<file path="src/rtl/ps2_pkg.sv">
// Shared types and constants for the PS/2 device-to-host receive path.
package ps2_pkg;

    // Frame receive state
    typedef enum logic [1:0] {
        IDLE   = 2'd0,
        DATA   = 2'd1,
        PARITY = 2'd2,
        STOP   = 2'd3
    } ps2_state_e;

    localparam int unsigned PS2_FRAME_BITS = 11;
    localparam int unsigned PS2_DATA_BITS  = 8;
    localparam int unsigned PS2_CNT_W      = $clog2(PS2_DATA_BITS);

    // Scan-code constants used by downstream decode
    localparam logic [7:0] BREAK     = 8'hF0;
    localparam logic [7:0] EXTEND    = 8'hE0;
    localparam logic [7:0] KEY_SPACE = 8'h29;
    localparam logic [7:0] KEY_W     = 8'h1D;
    localparam logic [7:0] KEY_S     = 8'h1B;
    localparam logic [7:0] KEY_A     = 8'h1C;
    localparam logic [7:0] KEY_D     = 8'h23;

endpackage

</file>
<file path="src/rtl/ps2_line_filter.sv">
// Two-flop synchroniser plus run-length de-glitch filter for one PS/2 line.
module ps2_line_filter #(
    parameter int unsigned FILTER_LEN = 8
) (
    input  logic clk,
    input  logic clr,
    input  logic din,
    output logic dout
);

    localparam int unsigned CNT_W = $clog2(FILTER_LEN);

    logic             sync1_q, sync1_d;
    logic             sync2_q, sync2_d;
    logic             dout_q,  dout_d;
    logic [CNT_W-1:0] cnt_q,   cnt_d;

    // Output follows the synced line only after FILTER_LEN differing samples in a row
    always_comb begin
        sync1_d = din;
        sync2_d = sync1_q;
        dout_d  = dout_q;
        cnt_d   = '0;
        if (sync2_q != dout_q) begin
            if (cnt_q == CNT_W'(FILTER_LEN - 1)) begin
                dout_d = sync2_q;
            end else begin
                cnt_d = CNT_W'(cnt_q + 1'b1);
            end
        end
    end

    // Registers; lines idle high so reset to 1
    always_ff @(posedge clk or posedge clr) begin
        if (clr) begin
            sync1_q <= 1'b1;
            sync2_q <= 1'b1;
            dout_q  <= 1'b1;
            cnt_q   <= '0;
        end else begin
            sync1_q <= sync1_d;
            sync2_q <= sync2_d;
            dout_q  <= dout_d;
            cnt_q   <= cnt_d;
        end
    end

    assign dout = dout_q;

endmodule

</file>
<file path="src/rtl/ps2_frame_rx.sv">
// PS/2 device-to-host frame receiver: deserialises 11-bit frames, checks them,
// and keeps the last two good bytes in xkey.
module ps2_frame_rx
    import ps2_pkg::*;
#(
    parameter int unsigned FILTER_LEN  = 8,
    parameter int unsigned TIMEOUT_CYC = 25000
) (
    input  logic        clk,
    input  logic        clr,
    input  logic        ps2c,
    input  logic        ps2d,
    output logic [15:0] xkey,
    output logic        key_valid,
    output logic        parity_err,
    output logic        frame_err
);

    localparam int unsigned TMO_W = $clog2(TIMEOUT_CYC);

    logic ps2c_f, ps2d_f;
    logic fall_c;

    ps2_state_e           state_q,      state_d;
    logic                 c_prev_q,     c_prev_d;
    logic [PS2_CNT_W-1:0] cnt_q,        cnt_d;
    logic [7:0]           sr_q,         sr_d;
    logic                 par_q,        par_d;
    logic [TMO_W-1:0]     tmo_q,        tmo_d;
    logic [15:0]          xkey_q,       xkey_d;
    logic                 key_valid_q,  key_valid_d;
    logic                 parity_err_q, parity_err_d;
    logic                 frame_err_q,  frame_err_d;

    ps2_line_filter #(.FILTER_LEN(FILTER_LEN)) u_filt_c (
        .clk  (clk),
        .clr  (clr),
        .din  (ps2c),
        .dout (ps2c_f)
    );

    ps2_line_filter #(.FILTER_LEN(FILTER_LEN)) u_filt_d (
        .clk  (clk),
        .clr  (clr),
        .din  (ps2d),
        .dout (ps2d_f)
    );

    assign fall_c = c_prev_q & ~ps2c_f;

    // Next-state, deserialiser, checks and timeout; timeout outranks a same-cycle fall
    always_comb begin
        state_d      = state_q;
        c_prev_d     = ps2c_f;
        cnt_d        = cnt_q;
        sr_d         = sr_q;
        par_d        = par_q;
        tmo_d        = tmo_q;
        xkey_d       = xkey_q;
        key_valid_d  = 1'b0;
        parity_err_d = 1'b0;
        frame_err_d  = 1'b0;

        if (state_q == IDLE) begin
            tmo_d = '0;
            if (fall_c && !ps2d_f) begin
                state_d = DATA;
                cnt_d   = '0;
            end
        end else if (tmo_q == TMO_W'(TIMEOUT_CYC - 1)) begin
            state_d     = IDLE;
            tmo_d       = '0;
            frame_err_d = 1'b1;
        end else begin
            tmo_d = fall_c ? '0 : TMO_W'(tmo_q + 1'b1);
            if (fall_c) begin
                case (state_q)
                    DATA: begin
                        sr_d  = {ps2d_f, sr_q[7:1]};
                        cnt_d = PS2_CNT_W'(cnt_q + 1'b1);
                        if (cnt_q == PS2_CNT_W'(PS2_DATA_BITS - 1)) begin
                            state_d = PARITY;
                        end
                    end
                    PARITY: begin
                        par_d   = ps2d_f;
                        state_d = STOP;
                    end
                    STOP: begin
                        state_d = IDLE;
                        if (!ps2d_f) begin
                            frame_err_d = 1'b1;
                        end else if (^{sr_q, par_q} == 1'b0) begin
                            parity_err_d = 1'b1;
                        end else begin
                            key_valid_d = 1'b1;
                            xkey_d      = {xkey_q[7:0], sr_q};
                        end
                    end
                    default: ;
                endcase
            end
        end
    end

    // State and output registers
    always_ff @(posedge clk or posedge clr) begin
        if (clr) begin
            state_q      <= IDLE;
            c_prev_q     <= 1'b1;
            cnt_q        <= '0;
            sr_q         <= '0;
            par_q        <= 1'b0;
            tmo_q        <= '0;
            xkey_q       <= '0;
            key_valid_q  <= 1'b0;
            parity_err_q <= 1'b0;
            frame_err_q  <= 1'b0;
        end else begin
            state_q      <= state_d;
            c_prev_q     <= c_prev_d;
            cnt_q        <= cnt_d;
            sr_q         <= sr_d;
            par_q        <= par_d;
            tmo_q        <= tmo_d;
            xkey_q       <= xkey_d;
            key_valid_q  <= key_valid_d;
            parity_err_q <= parity_err_d;
            frame_err_q  <= frame_err_d;
        end
    end

    assign xkey       = xkey_q;
    assign key_valid  = key_valid_q;
    assign parity_err = parity_err_q;
    assign frame_err  = frame_err_q;

endmodule

</file>
<file path="config.mk">
export PLATFORM = sky130hd
export DESIGN_NAME = ps2_frame_rx
export DESIGN_NICKNAME = d
export VERILOG_FILES = /design/src/rtl/ps2_pkg.sv /design/src/rtl/ps2_line_filter.sv /design/src/rtl/ps2_frame_rx.sv
export SDC_FILE = /design/constraint.sdc
export NUM_CORES = 1
export LEC_CHECK = 0
export CAP_MARGIN = 0
export CORE_ASPECT_RATIO = 1.2
export CORE_UTILIZATION = 50
export DETAILED_ROUTE_END_ITERATION = 12
export PLACE_DENSITY = 0.76
export SLEW_MARGIN = 20
export SYNTH_ARGS = -nofsm -noshare
export SYNTH_HDL_FRONTEND = slang
export SYNTH_SLANG_ARGS = --single-unit
</file>
<file path="constraint.sdc">
create_clock -name clk -period 3.6 [get_ports clk]
set_clock_uncertainty 0.05 [all_clocks]
set_input_delay 1.08 -clock clk [delete_from_list [all_inputs] [get_ports clk]]
set_output_delay 1.08 -clock clk [all_outputs]
set_load 0.02 [all_outputs]
</file>
# After elaboration in Yosys (flattened, before gate mapping)
# Cells that the tools add are included.
[classes]
addsub = 4
eq_ne = 12
mux = 35
bitwise_logic = 4
n_reduce_logical = 15
[ops]
columns = ["operator", "n"]
rows = [
  ["15-bit two-way mux", 3],
  ["3-bit two-way mux", 9],
  ["1-bit two-way mux", 17],
  ["4-bit AND reduction", 4],
  ["15-bit by 1-bit adder with 15-bit output (second input constant)", 1],
  ["15-bit equality test (second input constant)", 1],
  ["2-bit two-way mux", 5],
  ["3-bit by 1-bit adder with 3-bit output (second input constant)", 3],
  ["3-bit equality test (second input constant)", 3],
  ["9-bit XOR reduction", 1],
  ["2-bit case mux with 3 select lines", 1],
  ["6-bit AND reduction", 1],
  ["5-bit nonzero test", 1],
  ["2-bit equality test (second input constant)", 2],
  ["4-bit != test (second input constant)", 1],
  ["2-bit AND reduction", 2],
  ["2-bit nonzero test", 2],
  ["1-bit NOT", 3],
  ["3-bit nonzero test", 1],
  ["2-bit by 1-bit equality test with 1-bit output (second input constant)", 1],
  ["2-bit logical NOT", 1],
  ["1-bit != test", 2],
  ["2-bit by 1-bit != test with 1-bit output (second input constant)", 1],
  ["2-bit != test (second input constant)", 1],
  ["3 further kinds", 3],
]
[totals]
reg_bits = 61
inputBits = 4
out_inout_bits = 19
wordCells = 88

# Depth between registers and ports, before layout
# Gate-level depths: netlist of run 1.
[depth]
depth_word = 7
ltp_mapped = 7
mapped_depth_nobuf = 6

# Cells and area by module
# Synthesis of run 1 repeated with hierarchy kept, for this count alone.
[unflattened]
hier_cells = 223
hier_area_um2 = 2663.8
[by_module_without_submodules]
columns = ["module", "instances", "cells_per_inst", "area_per_inst_um2", "seq_area_each_um2"]
rows = [
  ["ps2_frame_rx", 1, 195, 2208.4, 1227.4],
  ["ps2_line_filter", 2, 14, 227.7, 153.9],
]

# Least setup slack after synthesis of run 1
# No wires, ideal clock.
[synth_timing]
path_kind = "reg2reg"
startpoint = "reg tmo_q[3]"
endpoint = "reg xkey_q[0], in the netlist xkey[0]"
setup_ps = 125
arrival_time_ps = 2088
t_required_ps = 3425
path_slack_ps = 1337
path_stages_with_launch = 7
n_path_buf = 1
period_less_slack_ps = 2263
path_cell_list = "dfrtp_1 > or4_4 > nor4_4 > or3_4 > nor2_4 > buf_6 > mux2_4"
[synth_via]
elab_chain_len = 3
[synth_rtl]
columns = ["item", "line", "rtl"]
rows = [
  ["start: declaration", "ps2_frame_rx.sv:29", "logic [TMO_W-1:0] tmo_q, tmo_d;"],
  ["start signal: assignment", "ps2_frame_rx.sv:125", "tmo_q <= tmo_d;"],
  ["15-bit equality test", "ps2_frame_rx.sv:70", "end else if (tmo_q == TMO_W'(TIMEOUT_CYC - 1)) begin"],
  ["1-bit NOT (no source line)", "--", ""],
  ["6-bit AND reduction (no source line)", "--", ""],
  ["end signal: assignment", "ps2_frame_rx.sv:126", "xkey_q <= xkey_d;"],
  ["end: declaration", "ps2_frame_rx.sv:30", "logic [15:0] xkey_q, xkey_d;"],
]
# No other way between the ends.
# A chain may end at the register's enable or synchronous reset.

# Final worst setup path of run 1
[layout_timing]
startpoint = "reg xkey_q[7], in the netlist xkey[7]"
endpoint = "out xkey[7]"
[layout_rtl]
columns = ["item", "line", "rtl"]
rows = [
  ["end: declaration", "ps2_frame_rx.sv:13", "output logic [15:0] xkey,"],
]
# No word-level cell between the ends.

==> results.py, run 1 <==
metrics = {
    "status": {
        "status": "completed",
    },
    "timing": {
        "rsz0062_at_grt": "no",
        "post-route-min-period_ns": 2.487,
        "setup_viol": 0,
        "max_slew_margin": 0.6298,
        "worstMarginPinSlew_ns": 0.5539,
        "min_period_over_period": 0.6909,
        "drv_slew": 0,
        "fin_setup_tns_ns": 0,
        "hold_viol": 0,
        "max_freq_ghz": 0.4021,
    },
    "detailed_routing": {
        "drt_iter0_markers": 72,
        "route.detailed.drc": 0,
        "routed_wl_um": 3892,
        "drt_pass1_iterations": 4,
        "vias": 1592,
        "via_per_inst": 5.272,
        "postRouteAntennaNets": 0,
        "wl_per_cell_um": 12.89,
    },
    "floorplan": {
        "dieWidth_um": 68.49,
        "rows": 28,
        "coreArea_um2": 5010,
        "num_io_pins": 23,
        "initial_utilization": 0.5295,
        "die_area_um2": 5601,
        "die_h_um": 81.79,
    },
    "power_and_ir_drop": {
        "swShare": 0.2615,
        "combPwrFrac": 0.153,
        "clockPowerShare": 0.376,
        "power-per-cell-area_nw_per_um2": 568.1,
        "p_sw_uw": 472.2,
        "p_int_mw": 1.333,
        "peakVddDrop_uv": 365.3,
        "leakagePower_nw": 1.425,
        "seqPwrFrac": 0.471,
    },
    "finish": {
        "drive_gt1_frac": 0.2355,
        "fin_util": 0.6344,
        "finalNetCount": 248,
        "fillers": 385,
        "area_growth_pct": 19.81,
        "antenna_cells": 0,
    },
    "setup_path": {
        "critPathKind": "flip-flop to output pin",
        "cp_slowest_cell": "clkdlybuf4s50_1",
        "worst-path-buf-inv": 1,
        "setup.worst_path.end_class": "output pin",
        "worst_ep_arrival_time_ns": 1.36,
        "crit_fanout": 4,
        "cp_cell_sequence": "clkdlybuf4s50_1",
        "critPathRequiredTime_ns": 2.47,
        "crit_family": "buffers and inverters",
        "crit_path_start_kind": "flip-flop",
        "max_stage_delay_ns": 0.62,
    },
    "global_route": {
        "grt-busiest-layer": "met2",
        "grt_use_total": 0.1696,
        "antenna_found_initial": 0,
        "grt_use_met1": 0.1949,
        "grt_pass1_wl_um": 6672,
        "grt_start_max_net_pins": 45,
        "grt_use_met2": 0.2618,
        "grt_pass1_vias": 1531,
        "use_met3": 0.06667,
        "grt_overflow": 0,
    },
    "hold_path": {
        "min_path_type": "flip-flop to flip-flop",
    },
    "clocking": {
        "cts_setup_buffers": 0,
        "clkLatencyLatePin_ns": 0.34,
        "clock-root-buffer": "clkbuf_8",
        "cts_buffer_depth": 2,
        "cts_tree": "yes",
        "cts_buffers": 9,
        "hold_buffers": 0,
        "numClockSinks": 61,
        "clk_pin_slew_ns": 0.07,
        "cts_max_level": 3,
        "ctsResizeCount": 0,
    },
    "place": {
        "gp_congestion": 0.7381,
        "hpwl_um": 2604,
        "io_buffers": 22,
    },
    "logic_synthesis": {
        "async_reset_ff_frac": 1.000,
        "synth_seq_area_share": 0.5788,
        "synthesis.area_um2": 2653,
        "synthCells": 207,
        "syn_area_per_cell_um2": 12.81,
        "yosys_register_bits": 61,
        "ys.flop_type": "dfrtp_1",
        "synth_edf_count": 0,
        "yosysWarnings": 0,
        "synth_nets": 218,
        "synthDistinctLibCells": 35,
    },
    "run": {
        "drv_cap": 0,
    },
}
==> cells by family after synthesis <==
logic type / count (synthesis) / share of synthesized area
mux: 26 / 0.1231
simple gates: 66 / 0.1363
fa+ha+maj: 7 / 0.03302
xor+xnor: 21 / 0.07500
flops: 61 / 0.5788
compound gates: 16 / 0.03585
buf+inv: 10 / 0.01793
==> flip-flops by register name, summed over array words and instances, names as in the netlist, 2 cells and up <==
| name | count |
|---|---|
| cnt_q | 3 |
| sr_q | 8 |
| state_q | 2 |
| tmo_q | 15 |
| u_filt_c.cnt_q | 3 |
| u_filt_d.cnt_q | 3 |
| xkey | 16 |
==> area by class of cell <==
cell class	count	area, µm²	share of cell area
Multi-Input combinational cell	136	1076	0.3386
Sequential cell	61	1535	0.4831
Inverter	5	18.77	0.005906
Clock inverter	4	70.07	0.02205
Tap cell	60	75.07	0.02362
Clock buffer	12	155.1	0.04882
Timing Repair Buffer	24	247.7	0.07795
==> per-stage QoR <==
step / setup WS (ns) / power, mW / hold WS (ns) / instance area [µm²] / instances
detailed placement: 1.159 / 1.146 / 0.2996 / 2953 / 286
global placement: 1.211 / 1.131 / 0.2966 / 2953 / 286
CTS: 1.110 / 1.838 / 0.3089 / 3178 / 302
global route: 1.015 / 1.919 / 0.3166 / 3178 / 302
finish: 1.113 / 1.806 / 0.3075 / 3178 / 302
floorplan: 0.9685 / 1.081 / 0.2952 / 2653 / 207
==> power groups by stage <==
stage | clock (mW) | combinational, mW | sequential [mW]
after CTS | 0.701 | 0.285 | 0.852
final | 0.679 | 0.275 | 0.851
after floorplan | 0 | 0.245 | 0.836
after global routing | 0.730 | 0.324 | 0.865
after detailed placement | 0 | 0.282 | 0.864
after global placement | 0 | 0.270 | 0.860
==> cells in the mapped netlist (3+ instances only) <==
library cell,count,area share
nor3b_1,3,0.0085
mux2_2,17,0.072
dfrtp_1,54,0.51
xor2_1,6,0.020
or3_1,4,0.0094
nand2_1,17,0.024
nand3_1,4,0.0075
o21ai_0,7,0.013
dfstp_2,7,0.069
nor2_1,19,0.027
mux2_4,9,0.051
inv_1,5,0.0071
a21oi_1,4,0.0075
nor2b_1,3,0.0071
ha_1,7,0.033
xnor2_1,14,0.046
==> placed cells by master, fill, tap and decap left out, types with 7 or more instances in the layout <==
| master | count |
|---|---|
| dfrtp_1 | 54 |
| dfstp_2 | 7 |
| nand2_1 | 17 |
| xnor2_1 | 14 |
| nor2_1 | 19 |
| o21ai_0 | 7 |
| mux2_2 | 17 |
| ha_1 | 7 |
| mux2_4 | 9 |
| clkdlybuf4s50_1 | 22 |
| clkbuf_8 | 11 |
==> worst paths after layout <==
check	from	to	slack, ns	cells past startpoint
setup / recovery	xkey[7]$_DFFE_PP0P_	xkey[7]	1.11	1
hold reg to reg	u_filt_c.sync1_q$_DFF_PP1_	u_filt_c.sync2_q$_DFF_PP1_	0.31	0
setup reg to reg	c_prev_q$_DFF_PP1_	xkey[10]$_DFFE_PP0P_	1.16	5
max in group asynchronous	clr	u_filt_d.sync1_q$_DFF_PP1_	1.90	3
hold / removal	u_filt_c.sync1_q$_DFF_PP1_	u_filt_c.sync2_q$_DFF_PP1_	0.31	0
min in group asynchronous	clr	xkey[9]$_DFFE_PP0P_	0.99	2
==> routing by layer <==
metal / vias up / share of wire
li1: 777 / -
met1: 782 / 0.44
met2: 25 / 0.50
met3: 8 / 0.035
met4: 0 / 0.021
met5: - / 0
(Power assumes the default switching activity.)
==> run 2: changes to the inputs <==
- clock period: 3.6 -> 2.4 ns (I/O delays scaled with it)
==> run 2 against run 1 <==
Combinational power increased by 77%. Clock power is 47% higher. Sequential cell count unchanged. Count of clock-buffer cells in the layout is 3 lower. Cell count increased by 2.6%. Via count increased by 1.4%. Critical path depth up 5. Worst setup slack worse by 1.0 ns. First-iteration DRC count unchanged.
==> results.py, run 2 (synthesis gave the netlist of run 1 again) <==
metrics = {
    "setup_path": {
        "crit_fanout": 16,
        "cp_slowest_cell": "or4bb_1",
        "worst_ep_arrival_time_ns": 2.48,
        "setup.worst_path.end_class": "flip-flop",
        "r2r-end": "xkey[8]$_DFFE_PP0P_",
        "rrSetupSlack_ns": 0.09,
        "max_stage_delay_ns": 0.57,
        "r2r_start": "tmo_q[11]$_DFF_PP0_",
        "critPathKind": "flip-flop to flip-flop",
        "crit_start": "tmo_q[11]$_DFF_PP0_",
        "crit_cells": 6,
        "crit_path_start_kind": "flip-flop",
        "cp_cell_sequence": "or4bb_1 -> nor4_4 -> or3_4 -> nor2_4 -> buf_12 -> mux2_4",
        "critPathRequiredTime_ns": 2.57,
        "ff2ff_path_depth": 6,
        "crit_family": "simple AND/OR/NAND/NOR gates",
        "worst-path-buf-inv": 1,
        "crit_path_end": "xkey[8]$_DFFE_PP0P_",
    },
    "place": {
        "io_buffers": 22,
        "gp_congestion": 0.8036,
        "hpwl_um": 2653,
    },
    "timing": {
        "fin_setup_tns_ns": 0,
        "hold_ws_ns": 0.3088,
        "drv_slew": 0,
        "post-route-min-period_ns": 2.314,
        "setup_viol": 0,
        "max_freq_ghz": 0.4322,
        "hold_viol": 0,
        "min_period_over_period": 0.9641,
        "worstMarginPinSlew_ns": 0.7035,
        "max_slew_margin": 0.5275,
        "rsz0062_at_grt": "no",
    },
    "run": {
        "drv_cap": 0,
    },
    "detailed_routing": {
        "wl_per_cell_um": 12.74,
        "routed_wl_um": 3949,
        "route.detailed.drc": 0,
        "postRouteAntennaNets": 0,
        "drt_iter0_markers": 72,
        "vias": 1615,
        "via_per_inst": 5.210,
        "drt_pass1_iterations": 4,
    },
    "global_route": {
        "grt_pass1_wl_um": 6906,
        "antenna_found_initial": 0,
        "grt_use_total": 0.1744,
        "grt_overflow": 0,
        "grt_pass1_vias": 1602,
        "grt_start_max_net_pins": 62,
    },
    "finish": {
        "antenna_cells": 0,
        "layout_commonest_cell": "dfrtp_1",
        "largest_reg_flops": 16,
        "drive_gt1_frac": 0.2640,
        "layout_common_cells": "54 x dfrtp_1, 22 x clkdlybuf4s50_1, 19 x nor2_1",
        "area_growth_pct": 22.83,
        "finalNetCount": 256,
    },
    "hold_path": {
        "min-delay-start": "u_filt_c.sync1_q$_DFF_PP1_",
        "min_path_type": "flip-flop to flip-flop",
    },
    "clocking": {
        "clk_pin_slew_ns": 0.06,
        "hold_buffers": 0,
        "cts_max_level": 3,
        "ctsResizeCount": 0,
        "clock-root-buffer": "clkbuf_8",
        "clkLatencyLatePin_ns": 0.34,
        "cts_setup_buffers": 0,
        "numClockSinks": 61,
        "cts_tree": "yes",
        "cts_buffers": 9,
        "cts_buffer_depth": 2,
    },
    "power_and_ir_drop": {
        "power-per-cell-area_nw_per_um2": 843.7,
        "peakVddDrop_uv": 657.6,
        "p_total_mw": 2.749,
        "leakagePower_nw": 1.455,
    },
    "floorplan": {
        "die_area_um2": 5601,
        "num_io_pins": 23,
        "dieWidth_um": 68.49,
        "rows": 28,
        "initial_utilization": 0.5295,
        "die_h_um": 81.79,
        "coreArea_um2": 5010,
    },
    "status": {
        "status": "completed",
    },
}
run 2: cell count changes in the layout (fill, tap and decap cells not counted), moves of 2 or more:
cell | before | now
buf_4 | 1 | 8
clkbuf_8 | 11 | 9
clkinv_2 | 2 | 0
clkinvlp_4 | 0 | 3
clkinv_4 | 0 | 2
run 2: power by group:
group	internal [mW]	total [mW]	switching, mW
clock network	0.587	0.997	0.410
logic	0.239	0.487	0.248
registers	1.17	1.27	0.0975
run 2: area by class of cell:
class | instances | area (µm²)
clock inverter | 7 | 100.1
timing repair buffer | 32 | 320.3
tap | 60 | 75.07
multi-input combinational | 136 | 1085
sequential | 61 | 1535
fill | 403 | 1752
clock buffer | 9 | 123.9
inverter | 5 | 18.77
run 2: worst min path at each step:
stage               slack (ns)                    endpoint  cells after the start
finish                    0.31  u_filt_c.sync2_q$_DFF_PP1_                      0
global route              0.32  u_filt_c.sync2_q$_DFF_PP1_                      0
CTS                       0.31  u_filt_c.sync2_q$_DFF_PP1_                      0
detailed placement        0.30  u_filt_d.sync2_q$_DFF_PP1_                      0
global placement          0.30  u_filt_c.sync2_q$_DFF_PP1_                      0
floorplan                 0.30  u_filt_c.sync2_q$_DFF_PP1_                      0
run 2: worst register-to-register path, cell delays in order (launching register included):
cell	delay, ns
dfrtp_1	0.42
or4bb_1	0.57
nor4_4	0.43
or3_4	0.24
nor2_4	0.05
buf_12	0.15
mux2_4	0.31
run 2: stage by stage:
step | area [µm²] | instances | worst slack (ns) | utilization
3_3_place_gp | 3025 | 294 | 0.07261 | 0.6039
3_5_place_dp | 3025 | 294 | 0.05617 | 0.6039
6_report | 3258 | 310 | 0.08615 | 0.6504
5_1_grt | 3258 | 310 | 0.02993 | 0.6504
2_1_floorplan | 2653 | 207 | 0.1285 | -
4_1_cts | 3249 | 310 | 0.03682 | 0.6486
run 2: per-layer routing:
layer,GRT usage,share of wire,vias up
met5,0,0,-
met4,0.09375,0.017,0
met3,0.07083,0.040,7
met2,0.2755,0.50,28
met1,0.1993,0.44,781
li1,-,-,799
